**src/rtl/rr_chan_seq.sv**
```systemverilog
// Round-robin channel sequencer: grants one of 8 requesters, drives a mux8 select, and captures
// the settled mux output into a valid/ready output register. Optional macro: RR_CHAN_MASK_EN.
module rr_chan_seq #(
  parameter int unsigned WIDTH = 32
) (
  input  logic             clk,
  input  logic             rst_n,
  input  logic [7:0]       req,
`ifdef RR_CHAN_MASK_EN
  input  logic [7:0]       chan_mask,
`endif
  output logic [2:0]       sel,
  input  logic [WIDTH-1:0] mux_data,
  output logic [7:0]       ack,
  output logic [WIDTH-1:0] out_data,
  output logic [2:0]       out_chan,
  output logic             out_valid,
  input  logic             out_ready
);

  typedef enum logic [1:0] {StIdle, StGrant, StHold} state_e;

  state_e           r_state;
  logic [2:0]       r_sel;
  logic [2:0]       r_last;
  logic [7:0]       r_ack;
  logic [WIDTH-1:0] r_out_data;
  logic [2:0]       r_out_chan;
  logic             r_out_valid;

  logic [7:0]       w_elig;
  logic [2:0]       w_idx;
  logic [2:0]       w_winner;
  logic             w_found;

`ifdef RR_CHAN_MASK_EN
  assign w_elig = req & ~chan_mask;
`else
  assign w_elig = req;
`endif

  // Scan offsets 8..1 so the lowest offset after r_last overwrites and wins.
  always_comb begin
    w_found  = 1'b0;
    w_winner = 3'd0;
    w_idx    = 3'd0;
    for (int i = 8; i >= 1; i--) begin
      w_idx = r_last + 3'(i);
      if (w_elig[w_idx]) begin
        w_found  = 1'b1;
        w_winner = w_idx;
      end
    end
  end

  always_ff @(posedge clk) begin
    if (!rst_n) begin
      r_state     <= StIdle;
      r_sel       <= 3'd0;
      r_last      <= 3'd7;
      r_ack       <= 8'd0;
      r_out_data  <= '0;
      r_out_chan  <= 3'd0;
      r_out_valid <= 1'b0;
    end else begin
      r_ack <= 8'd0;
      case (r_state)
        StIdle: begin
          if (w_found) begin
            r_sel   <= w_winner;
            r_state <= StGrant;
          end
        end
        // Mux has had a full cycle to settle on r_sel; capture regardless of req/mask now.
        StGrant: begin
          r_out_data  <= mux_data;
          r_out_chan  <= r_sel;
          r_out_valid <= 1'b1;
          r_ack       <= 8'd1 << r_sel;
          r_last      <= r_sel;
          r_state     <= StHold;
        end
        StHold: begin
          if (r_out_valid && out_ready) begin
            r_out_valid <= 1'b0;
            r_state     <= StIdle;
          end
        end
        default: r_state <= StIdle;
      endcase
    end
  end

  assign sel       = r_sel;
  assign ack       = r_ack;
  assign out_data  = r_out_data;
  assign out_chan  = r_out_chan;
  assign out_valid = r_out_valid;

endmodule
```
**config.mk**
```make
export PLATFORM = sky130hd
export DESIGN_NAME = rr_chan_seq
export DESIGN_NICKNAME = d
export VERILOG_FILES = /design/src/rtl/rr_chan_seq.sv
export SDC_FILE = /design/constraint.sdc
export NUM_CORES = 1
export LEC_CHECK = 0
export CAP_MARGIN = 40
export CELL_PAD_IN_SITES_DETAIL_PLACEMENT = 1
export CELL_PAD_IN_SITES_GLOBAL_PLACEMENT = 1
export CORE_MARGIN = 5
export CORE_UTILIZATION = 31
export DETAILED_ROUTE_END_ITERATION = 6
export MAX_ROUTING_LAYER = met4
export PLACE_DENSITY = 0.73
export SYNTH_ARGS = -nofsm -noshare
export SYNTH_HDL_FRONTEND = slang
export SYNTH_SLANG_ARGS = --single-unit
```
**constraint.sdc**
```tcl
create_clock -name clk -period 2.9 [get_ports clk]
set_input_delay 0.435 -clock clk [delete_from_list [all_inputs] [get_ports clk]]
set_output_delay 0.435 -clock clk [all_outputs]
set_load 0.01 [all_outputs]
```
; ---- Word level (Yosys, flattened, before mapping)
; Cells that the tools add are included.
[word_totals]
out_inout_bits = 47
inputBits = 43
ff_bits = 52
[classes]
addsub = 7
n_reduce_logical = 7
n_shift = 1
n_eq_ne = 4
mux = 37
order_cmp = 8
[op_table]
columns = operator, n
row1 = $lt 3x4->1 const B, 8
row2 = $bmux 1 s3, 8
row3 = $mux 3, 8
row4 = $mux 1, 17
row5 = $add 3x3->3 const B, 4
row6 = $reduce_and 2->1, 4
row7 = $shl 1x3->8 const A, 1
row8 = $add 3x2->3 const B, 2
row9 = $pmux 2 s3, 1
row10 = $mux 2, 2
row11 = $ne 2x2->1 const B, 2
row12 = $add 3x1->3 const B, 1
row13 = $eq 2x1->1 const B, 1
row14 = $eq 2x2->1 const B, 1
row15 = $logic_not 2->1, 1
row16 = $pmux 1 s2, 1
row17 = $reduce_bool 2->1, 1
row18 = $logic_and 1x1->1, 1

; ---- Longest topological paths before layout
[depth]
depth_word = 12
ltp_mapped = 12

; ---- Worst setup path after synthesis
; No wires, ideal clock.
[synth_path]
path_kind = reg2reg
startpoint = register r_last[1]
endpoint = register r_sel[2] (netlist: sel[2])
path_buffers = 2
arrival_ps = 2798
setup_slack_ps = 28
setup_ps = 74
stages_incl_launch_ff = 11
required_ps = 2826
cell_sequence = dfxtp_1 > clkbuf_1 > inv_1 > ha_1 > buf_6 > mux4_2 > a221o_1 > a221oi_2 > o21ai_1 > a32o_1 > a31oi_1
[synth_via]
elab_chain_len = 11
[synth_rtl]
columns = item, line_no
row1 = from (decl), 25  ; logic [2:0] r_last;
row2 = from (signal assigned), 80  ; r_last <= r_sel;
row3 = $add 3x3->3 or $bmux 1 s3 (tied branches), "48, 49"
row4 = $bmux 1 s3 or $mux 1 (tied branches), 49  ; if (w_elig[w_idx]) begin
row5 = $mux 1 (not written as such), 49
row6 = $mux 1 (7 in series), 49
row7 = $reduce_and 2->1 (no source line), n/a
row8 = to (signal assigned), 70  ; r_sel <= w_winner;
row9 = to (decl), 24  ; logic [2:0] r_sel;
; Parallel ways exist; a longest one is shown, timed or not. The select of a mux whose other input is x is not followed.
; A chain may end at the register's enable or synchronous reset.

; ---- Worst setup path after layout
; Same ends and word-level chain as after synthesis.

==> implementation parameters <==
Parameter                              Value

Outcome
  Status ... finished, final reports clean

Yosys
  Count of warnings emitted by yosys ... 0
  Synth cell count leaders ... sky130_fd_sc_hd__nand2_1, sky130_fd_sc_hd__dfxtp_1, sky130_fd_sc_hd__a21boi_0
  Register bit total from synthesis ... 52
  Part of the Yosys area used for sequential elements ... 35.2%
  Ranking of synthesized cells by area ... sky130_fd_sc_hd__dfxtp_1, sky130_fd_sc_hd__nand2_1, sky130_fd_sc_hd__a21boi_0
  Net count after synthesis ... approximately 400
  Synth async-reset ratio ... 0%
  Most repeated cell in the gate-level netlist after synthesis ... sky130_fd_sc_hd__nand2_1
  Syn_area_per_cell ... around 8.5 sq um
  Top-area cell type share of the netlist area ... between 30% and 40%
  Post-synth cell types ... between 50 and 60
  Synthesized instance count ... about 350
  Post-synth EDFFs ... 0
  Synth Flop Type ... sky130_fd_sc_hd__dfxtp_1
  Area of the mapped netlist ... 2960 sq um
  Cell type with the highest aggregate area in the netlist ... sky130_fd_sc_hd__dfxtp_1

Hold path
  Worst min-delay path startpoint ... out_data[24]
  Worst min-delay path category ... register to register
  Hold Path Stages ... 2
  Min-Delay Endpoint ... out_data[24]

STA
  Max-slew violation count ... 0
  Min cycle time layout ... ~2.7 ns
  Total setup violations reported at the end of the flow ... 0
  Fin Clk Skew ... about 0.0055 ns
  Post-Route Setup TNS ... 0 ns
  Crit share post-route ... 94.0%
  RSZ-0062 raised after global routing ... false
  Slew headroom ... ~68%
  Least-Margin Pin Slew ... 0.475 ns
  Final count of hold timing violations ... 0
  Highest achievable clock rate ... about 370 MHz

Pwr
  Total Power Consumption ... ~2.4 mW
  Power spent charging and discharging nets ... about 840 uW
  Combinational power share ... a little over two fifths
  Switching fraction of total power ... 35.4%
  Power share of the clock group ... 21.2%
  Power density normalized to cell area ... around 570 nW/um^2
  Leakage ... about 1.5 nW
  Maximum ir drop on the vdd rail ... roughly 260 uV
  Internal Power ... ~1.5 mW
  Sequential share of power ... 35.4%

Worst setup path
  Worst-path cell chain ... inv_1 > ha_2 > mux4_2 > a221o_1 > a221oi_2 > o21ai_1 > a32o_1 > a31oi_1
  Buffers and inverters on the worst path ... 1
  Largest stage delay on the critical path ... ~0.61 ns
  Critical Path Sink Type ... register
  Data required time of the critical path ... 3.14 ns
  Element type at the critical path start ... register
  Startpoint of the worst register-to-register path ... r_last[1]
  Reg2reg path depth ... 8
  CP Max Fanout ... 9
  Cell family contributing the most delay on the critical path ... compound AO/OA/AOI/OAI gates
  Setup CP Type ... register to register
  Reg-to-reg critical path endpoint ... sel[2]
  Crit path arrival time ... around 3.0 ns
  Standard cell with the maximum stage delay on the critical path ... sky130_fd_sc_hd__mux4_2
  Internal reg-to-reg setup slack ... 0.17 ns

Drt
  Number of antenna-violating nets in the routed design ... 0
  Drt first-iter violations ... around 160
  First-pass iteration count of the detailed router ... 4
  Routed len/inst ... 17.3 um
  Total detailed-routing wirelength ... roughly 9.8 mm
  Count of vias placed by the detailed router ... slightly below 3000
  Routed vias/inst ... 5.18
  Residual DRC count ... 0

Final layout
  Final core utilization ... 45.1%
  Fraction of layout cells with a size suffix above 1 ... between 10% and 20%
  Layout Nets ... 484
  Synth-to-layout area growth ... 41.3%
  Summed area of non-filler cells in the final layout ... 4180 sq um
  Non-filler cells in the finished layout ... around 570
  Antenna Diode Count ... 0

CTS
  CTS max path bufs ... 2
  CTS tree ... done
  Sink Count ... 52
  Clock root cell ... sky130_fd_sc_hd__clkbuf_8
  Clock latency at the later pin of the worst-skew pair ... about 0.31 ns
  Clock transition time at the flip-flop clock pins of the worst setup and hold paths ... 0.10 ns
  Setup Fix Bufs, Post-CTS ... 0
  Total CTS buffers ... 5
  Clock H-tree levels ... 2

Placement
  Routability Congestion ... between 0.9 and 1
  Total instance count after detailed placement ... ~560
  Post-DP HPWL ... around 7.6 mm
  Instance area at placement ... 4070 sq um
  Buffers on Ports ... 89

GRT
  Number of antenna violations at the first check in global routing ... 0
  Largest net degree at the start of global routing ... 36
  Vias in the first global route ... between 2000 and 3000
  Global-route usage over all layers ... between 10% and 20%
  Wire length of the first global-routing pass ... around 16 mm
  Total congestion overflow ... 0

Floorplanning
  Die area ... 11600 sq um
  Starting density of the core ... a little under a third
  Site row count ... 35
  Placeable core area ... roughly 9300 sq um
  Die extent in x ... between 100 and 150 um
  Ports ... 90
  Height of the chip ... ~110 um

Flow run
  Count of max-cap constraint violations ... 0
==> sequential cells by signal (all words and copies together), names as in the netlist <==
signal	cells
out_chan	3
r_last	3
out_valid	1
out_data	32
r_state	2
ack	8
sel	3
==> tightest hold or removal path: stages, from the launching register on <==
cell                       delay, ns
sky130_fd_sc_hd__dfxtp_1        0.32
sky130_fd_sc_hd__nand2_1        0.05
sky130_fd_sc_hd__a21boi_0       0.06
==> power groups by stage <==
| stage | Combinational [mW] | Clock [mW] | Sequential (mW) |
|---|---|---|---|
| floorplan | 0.609 | 0 | 0.871 |
| global placement | 0.990 | 0 | 0.855 |
| detailed placement | 1.02 | 0 | 0.858 |
| CTS | 1.02 | 0.516 | 0.842 |
| global route | 1.11 | 0.544 | 0.853 |
| finish | 1.03 | 0.503 | 0.841 |
==> worst max path at each step <==
stage,endpoint,from,depth (start not counted)
6_report,sel[2],r_last[1],8
2_1_floorplan,sel[2],r_last[1],10
3_5_place_dp,sel[1],req[7],6
5_1_grt,sel[1],r_last[1],9
3_3_place_gp,sel[2],r_last[0],8
4_1_cts,sel[2],r_last[1],8
==> stage by stage <==
step	hold WS (ns)	worst slack (ns)
6_report	0.468	0.173
5_1_grt	0.493	0.0881
3_3_place_gp	0.450	0.223
3_5_place_dp	0.460	0.106
4_1_cts	0.474	0.0983
2_1_floorplan	0.488	0.0279
==> cells by family (layout without fill, tap and decap cells) <==
kind of cell | Yosys count | count (layout) | synth area share (%)
adders and majority gates | 2 | 2 | 0.845
DFF | 52 | 52 | 35.2
buffers and inverters | 36 | 127 | 5.41
xor gates and xnor gates | 3 | 3 | 0.888
muxes | 28 | 28 | 13.9
AOI/OAI and AO/OA | 101 | 101 | 24.9
and+or+nand+nor | 127 | 127 | 18.9
==> metal layers <==
metal / up-vias / part of all wire (%) / global-route usage [%] / wire (um)
li1: 1436 / - / - / -
met1: 1429 / 45 / 21.6 / 4440
met2: 65 / 49 / 28.6 / 4790
met3: 15 / 4.1 / 3.30 / 404
met4: 0 / 2.2 / 5.23 / 212
met5: - / 0 / - / 0
==> timing repair <==
item	CTS	global route
hold endpoints to repair	0	0
hold buffers	0	0
gates resized for setup	0	2
setup endpoints to repair	0	2
==> cell usage in the layout, fill, tap and decap left out, drive strengths merged, types with 4 or more instances in the layout <==
cell type / netlist / layout
dfxtp: 52 / 52
nor2b: 4 / 4
nor4: 4 / 4
a21boi: 35 / 35
clkbuf: 24 / 5
a211oi: 7 / 7
mux2i: 12 / 12
nor2: 11 / 11
nor3: 11 / 11
nand2b: 8 / 8
inv: 5 / 5
mux2: 6 / 6
clkdlybuf4s50: 0 / 89
o211ai: 5 / 5
o21ai: 12 / 12
buf: 6 / 24
nand2: 78 / 78
a21oi: 9 / 9
nand3: 4 / 4
mux4: 10 / 10
==> area by class of cell <==
type                       count  area (sq um)
timing repair buffer         113          1080
clock inverter                 3          42.5
fill                        1145          5100
inverter                       6          22.5
clock buffer                   5          68.8
sequential                    52          1040
tap                          129           161
multi-input combinational    261          1770
Note: power is estimated with default switching activity, not from simulation.
==> patch 1, RTL diff (same settings) <==
The parameter `WIDTH` goes from 32 to 40.
--- a/src/rtl/rr_chan_seq.sv
+++ b/src/rtl/rr_chan_seq.sv
@@ -2,5 +2,5 @@
 // the settled mux output into a valid/ready output register. Optional macro: RR_CHAN_MASK_EN.
 module rr_chan_seq #(
-  parameter int unsigned WIDTH = 32
+  parameter int unsigned WIDTH = 40
 ) (
   input  logic             clk,
Interface: changed (resized mux_data and out_data); port bits go from 90 to 106. The function was not compared with the original's and may differ.
==> patch 1 against the unedited design <==
- via count down 6.6%
- design area up 5.0%
- wire length down 4.7%
- final cell count down 1.2%
- synthesized cell count down 6.3%
- sequential cell count up 8
- worst setup slack better by 39 ps
- clock skew up 5.6 ps
- area after synthesis up 1.2%
- count of clock-buffer cells in the layout up 6
- total power up 9.7%
- largest power group is now sequential cells
==> patch 1: results (changes against the unedited design) <==
status=finished clean (unchanged); Worst VDD drop=0.265 mV (was 0.257 mV); layout cell share with drive strength beyond 1=0.111 (was 0.125); Worst-path clk slew=70 ps (was 100 ps); fin nets=481 (was 484); global-route wire length before repair=14,800 µm (was 15,700 µm); DRT iter0 DRCs=90 (was 163); post-DP HPWL=7030 µm (was 7620 µm); placed inst area=4210 µm² (was 4070 µm²); pin count of the biggest net entering global routing=34 (was 36); Synth top cells by count=97 x nand2_1, 60 x dfxtp_1, 43 x a21boi_0 (was 78 x nand2_1, 52 x dfxtp_1, 35 x a21boi_0); Synth Instances=327 (was 349); cts bufs inserted=9 (was 5); detailed-route via count=2,751 (was 2,945); Worst Max-Slew Pin Slew=684 ps (was 475 ps); Leakage Power=0.00159 µW (was 0.00151 µW); Setup Skew=11.1 ps (was 5.52 ps); Area contributors post-synth=dfxtp_1 40%, nand2_1 12%, a21boi_0 11% (was dfxtp_1 35%, nand2_1 9.9%, a21boi_0 8.9%); WP data arrival=2950 ps (was 2970 ps); GRT Total Usage=0.166 (was 0.173); clock latency at the later pin of the worst-skew pair=340 ps (was 310 ps); Setup WS pre-CTS=161 ps (was 106 ps); Cell variety after synth=45 (was 54); Routed WL per cell=16.7 µm (was 17.3 µm); placed cells=546 (was 561); Clock H-tree levels=3 (was 2); Placer Congestion=0.818 (was 0.917); Final Instance Count excl. Fillers=562 (was 569)
==> patch 1: path summary, 6_finish.rpt <==
check	slack [ps]	startpoint	endpoint
hold / removal	460	out_data[16]	out_data[16]
setup reg to reg	210	r_last[1]	sel[0]
setup / recovery	210	r_last[1]	sel[0]
hold reg to reg	460	out_data[16]	out_data[16]
==> patch 1: power by group through the flow <==
| stage | Sequential (µW) | Combinational (µW) | Clock (µW) |
|---|---|---|---|
| floorplan | 999 | 538 | 0 |
| global placement | 983 | 883 | 0 |
| detailed placement | 989 | 920 | 0 |
| CTS | 971 | 925 | 740 |
| global route | 983 | 994 | 786 |
| finish | 970 | 916 | 717 |
==> patch 1: layout make-up <==
type,count,area (µm²)
flip-flops and latches,60,1200
inverters,6,23.8
multi-input cells,238,1690
fillers,1079,4940
clock buffers,11,131
clock inverters,5,52.6
repair buffers,113,1130
well taps,129,161
==> patch 1: layer usage <==
layer  track usage  wire length [µm]  vias up
li1              -                 -     1349
met5             -                 0        -
met2         0.282              4730       71
met3        0.0418               467        9
met1         0.197              4080     1322
met4        0.0406               104        0
==> patch 1: logic make-up (layout without fill, tap and decap cells) <==
family,count (synthesis),count (layout),share of synthesized area
AND/OR/NAND/NOR,128,128,0.180
AO/OA/AOI/OAI,75,75,0.185
flip-flops,60,60,0.401
multiplexers,29,29,0.168
buffers and inverters,29,135,0.0426
XOR/XNOR,4,4,0.0142
adder cells (fa/ha/maj),2,2,0.00835
==> patch 1: worst max-delay path, stage by stage, from the launching register on <==
cell	delay (ps)
dfxtp_1	350
clkinv_2	150
ha_4	410
mux4_1	660
mux2i_1	320
o41ai_1	150
o211ai_1	260
nand4b_1	130
a31oi_1	170
==> patch 2, RTL diff (config.mk and constraints unchanged) <==
Made on the original files. The 3 states of `state_e` get a one-hot encoding in 3 bits.
--- a/src/rtl/rr_chan_seq.sv
+++ b/src/rtl/rr_chan_seq.sv
@@ -19,5 +19,5 @@
 );
 
-  typedef enum logic [1:0] {StIdle, StGrant, StHold} state_e;
+  typedef enum logic [2:0] {StIdle = 3'b001, StGrant = 3'b010, StHold = 3'b100} state_e;
 
   state_e           r_state;
Check against the original RTL: no difference found for any inputs over 10 cycles, from zero or initial values and one cycle with rst_n low; not proved beyond that.
==> patch 2 against the unedited design <==
- via count decreased by 17%
- sequential power decreased by 2%
- fmax increased by 0.22%
- worst hold slack got worse by 2.1 ps
- area after synthesis decreased by 11%
- die area decreased by 9.8%
- total power decreased by 23%
- design area decreased by 11%
- wire length decreased by 21%
- sequential cell count increased by 1
- worst setup slack improved by 6.1 ps
==> patch 2: results (changes against the unedited design) <==
status=finished clean (unchanged); Worst Max-Slew Pin Slew=661 ps (was 475 ps); final hold violation count=0 (unchanged); Clock H-tree levels=2 (unchanged); Area contributors post-synth=dfxtp_1 40%, nand2_1 12%, a21boi_0 10% (was dfxtp_1 35%, nand2_1 9.9%, a21boi_0 8.9%); Setup Skew=3.75 ps (was 5.52 ps); asr flop ratio synth=0 (unchanged); maximum fanout along the worst path=9 (unchanged); max FFs per register=32 (unchanged); cts bufs inserted=5 (unchanged); routed wire length=7800 µm (was 9850 µm); Placer Congestion=0.855 (was 0.917); placed inst area=3650 µm² (was 4070 µm²); Worst-path clk slew=90 ps; fin nets=427 (was 484); DRT iter0 DRCs=118 (was 163); Synth top cells by count=82 x nand2_1, 53 x dfxtp_1, 36 x a21boi_0 (was 78 x nand2_1, 52 x dfxtp_1, 35 x a21boi_0); vias in the first global route=2,532 (was 2,963); post-CTS setup buffer count=0 (unchanged); pin count of the biggest net entering global routing=28 (was 36); post-synthesis sequential area ratio=0.402 (was 0.352); Post-Syn Nets=339 (was 394); global-route wire length before repair=12,600 µm (was 15,700 µm); GRT Total Usage=0.156 (was 0.173); WP data arrival=2960 ps (was 2970 ps); post-DP HPWL=5920 µm (was 7620 µm); first-pass iteration count of the detailed router=4 (unchanged); # fillers=964 (was 1,145); Via-to-Cell Ratio=4.99 (was 5.18); diodes inserted=0 (unchanged); number of port buffers=89 (unchanged); layout cell share with drive strength beyond 1=0.0966 (was 0.125); clock latency at the later pin of the worst-skew pair=300 ps; Syn. warnings=0 (unchanged); Net Sw Frac=0.318 (was 0.354); Setup WS pre-CTS=134 ps (was 106 ps); initial antenna violation count=0 (unchanged); clk buf depth=2 (unchanged); Root Buffer=clkbuf_8 (unchanged); Cell variety after synth=41 (was 54); HP Class=reg2reg (unchanged); post-route ant nets=0 (unchanged); Leakage Power=0.00131 µW (was 0.00151 µW); ys flop type=dfxtp_1 (unchanged); Worst VDD drop=0.286 mV (was 0.257 mV)
-- patch 2: changes by cell type after synthesis, sizes merged, moves of 4 or more --
cell	before	now
a21oi	9	4
mux2i	12	6
a211oi	7	2
clkbuf	24	14
nor3	11	5
nand2b	8	1
nand2	78	82
-- patch 2: layout make-up --
cell class / instances / area, µm² / share of cell area
multi-input combinational: 218 / 1470 / 0.394
timing repair buffer: 100 / 973 / 0.260
inverter: 4 / 15.0 / 0.00401
sequential: 53 / 1060 / 0.284
clock buffer: 6 / 72.6 / 0.0194
clock inverter: 2 / 13.8 / 0.00368
tap: 105 / 131 / 0.0351
-- patch 2: timing repair --
item	4_1_cts	5_1_grt
gates resized for setup	0	1
hold buffers	0	0
setup endpoints to repair	0	2
-- patch 2: final timing paths --
check | endpoint | slack [ps] | cells past startpoint | start
setup / recovery | sel[0] | 180 | 8 | r_last[0]
hold / removal | out_valid | 470 | 1 | r_state[2]
setup reg to reg | sel[0] | 180 | 8 | r_last[0]
hold reg to reg | out_valid | 470 | 1 | r_state[2]
-- patch 2: per-stage QoR --
stage,power [µW],std cells
global route,1950,488
floorplan,1190,294
finish,1830,488
CTS,1860,488
detailed placement,1430,480
global placement,1420,480
-- patch 2: metal layers --
metal	part of all wire	GRT usage	wire (µm)	vias up
li1	-	-	-	1212
met1	0.45	0.195	3500	1156
met2	0.48	0.260	3730	62
met3	0.069	0.0382	535	4
met4	0.0042	0.0242	33	0
met5	0	-	0	-
-- patch 2: worst max-delay path, cell delays in order, from the launching register on --
cell and delay, ps:
dfxtp_1 340, inv_1 70, ha_2 440, mux4_1 700
mux2_2 330, a211oi_2 140, nor2_1 80, or4_1 390
a31oi_1 160
-- patch 2: power by group through the flow --
stage	Sequential [µW]	Combinational [µW]	Clock (µW)
floorplan	842	349	0
detailed placement	842	592	0
global placement	841	582	0
CTS	825	594	441
finish	825	589	419
global route	833	649	470
-- patch 2: cell families (layout without fill, tap and decap cells) --
logic type,count (synthesis),in the layout,synth area share
simple gates,118,118,0.189
fa+ha+maj,2,2,0.00947
mux,25,25,0.159
flops,53,53,0.402
xor+xnor,4,4,0.0133
compound gates,69,69,0.185
buf+inv,23,112,0.0417
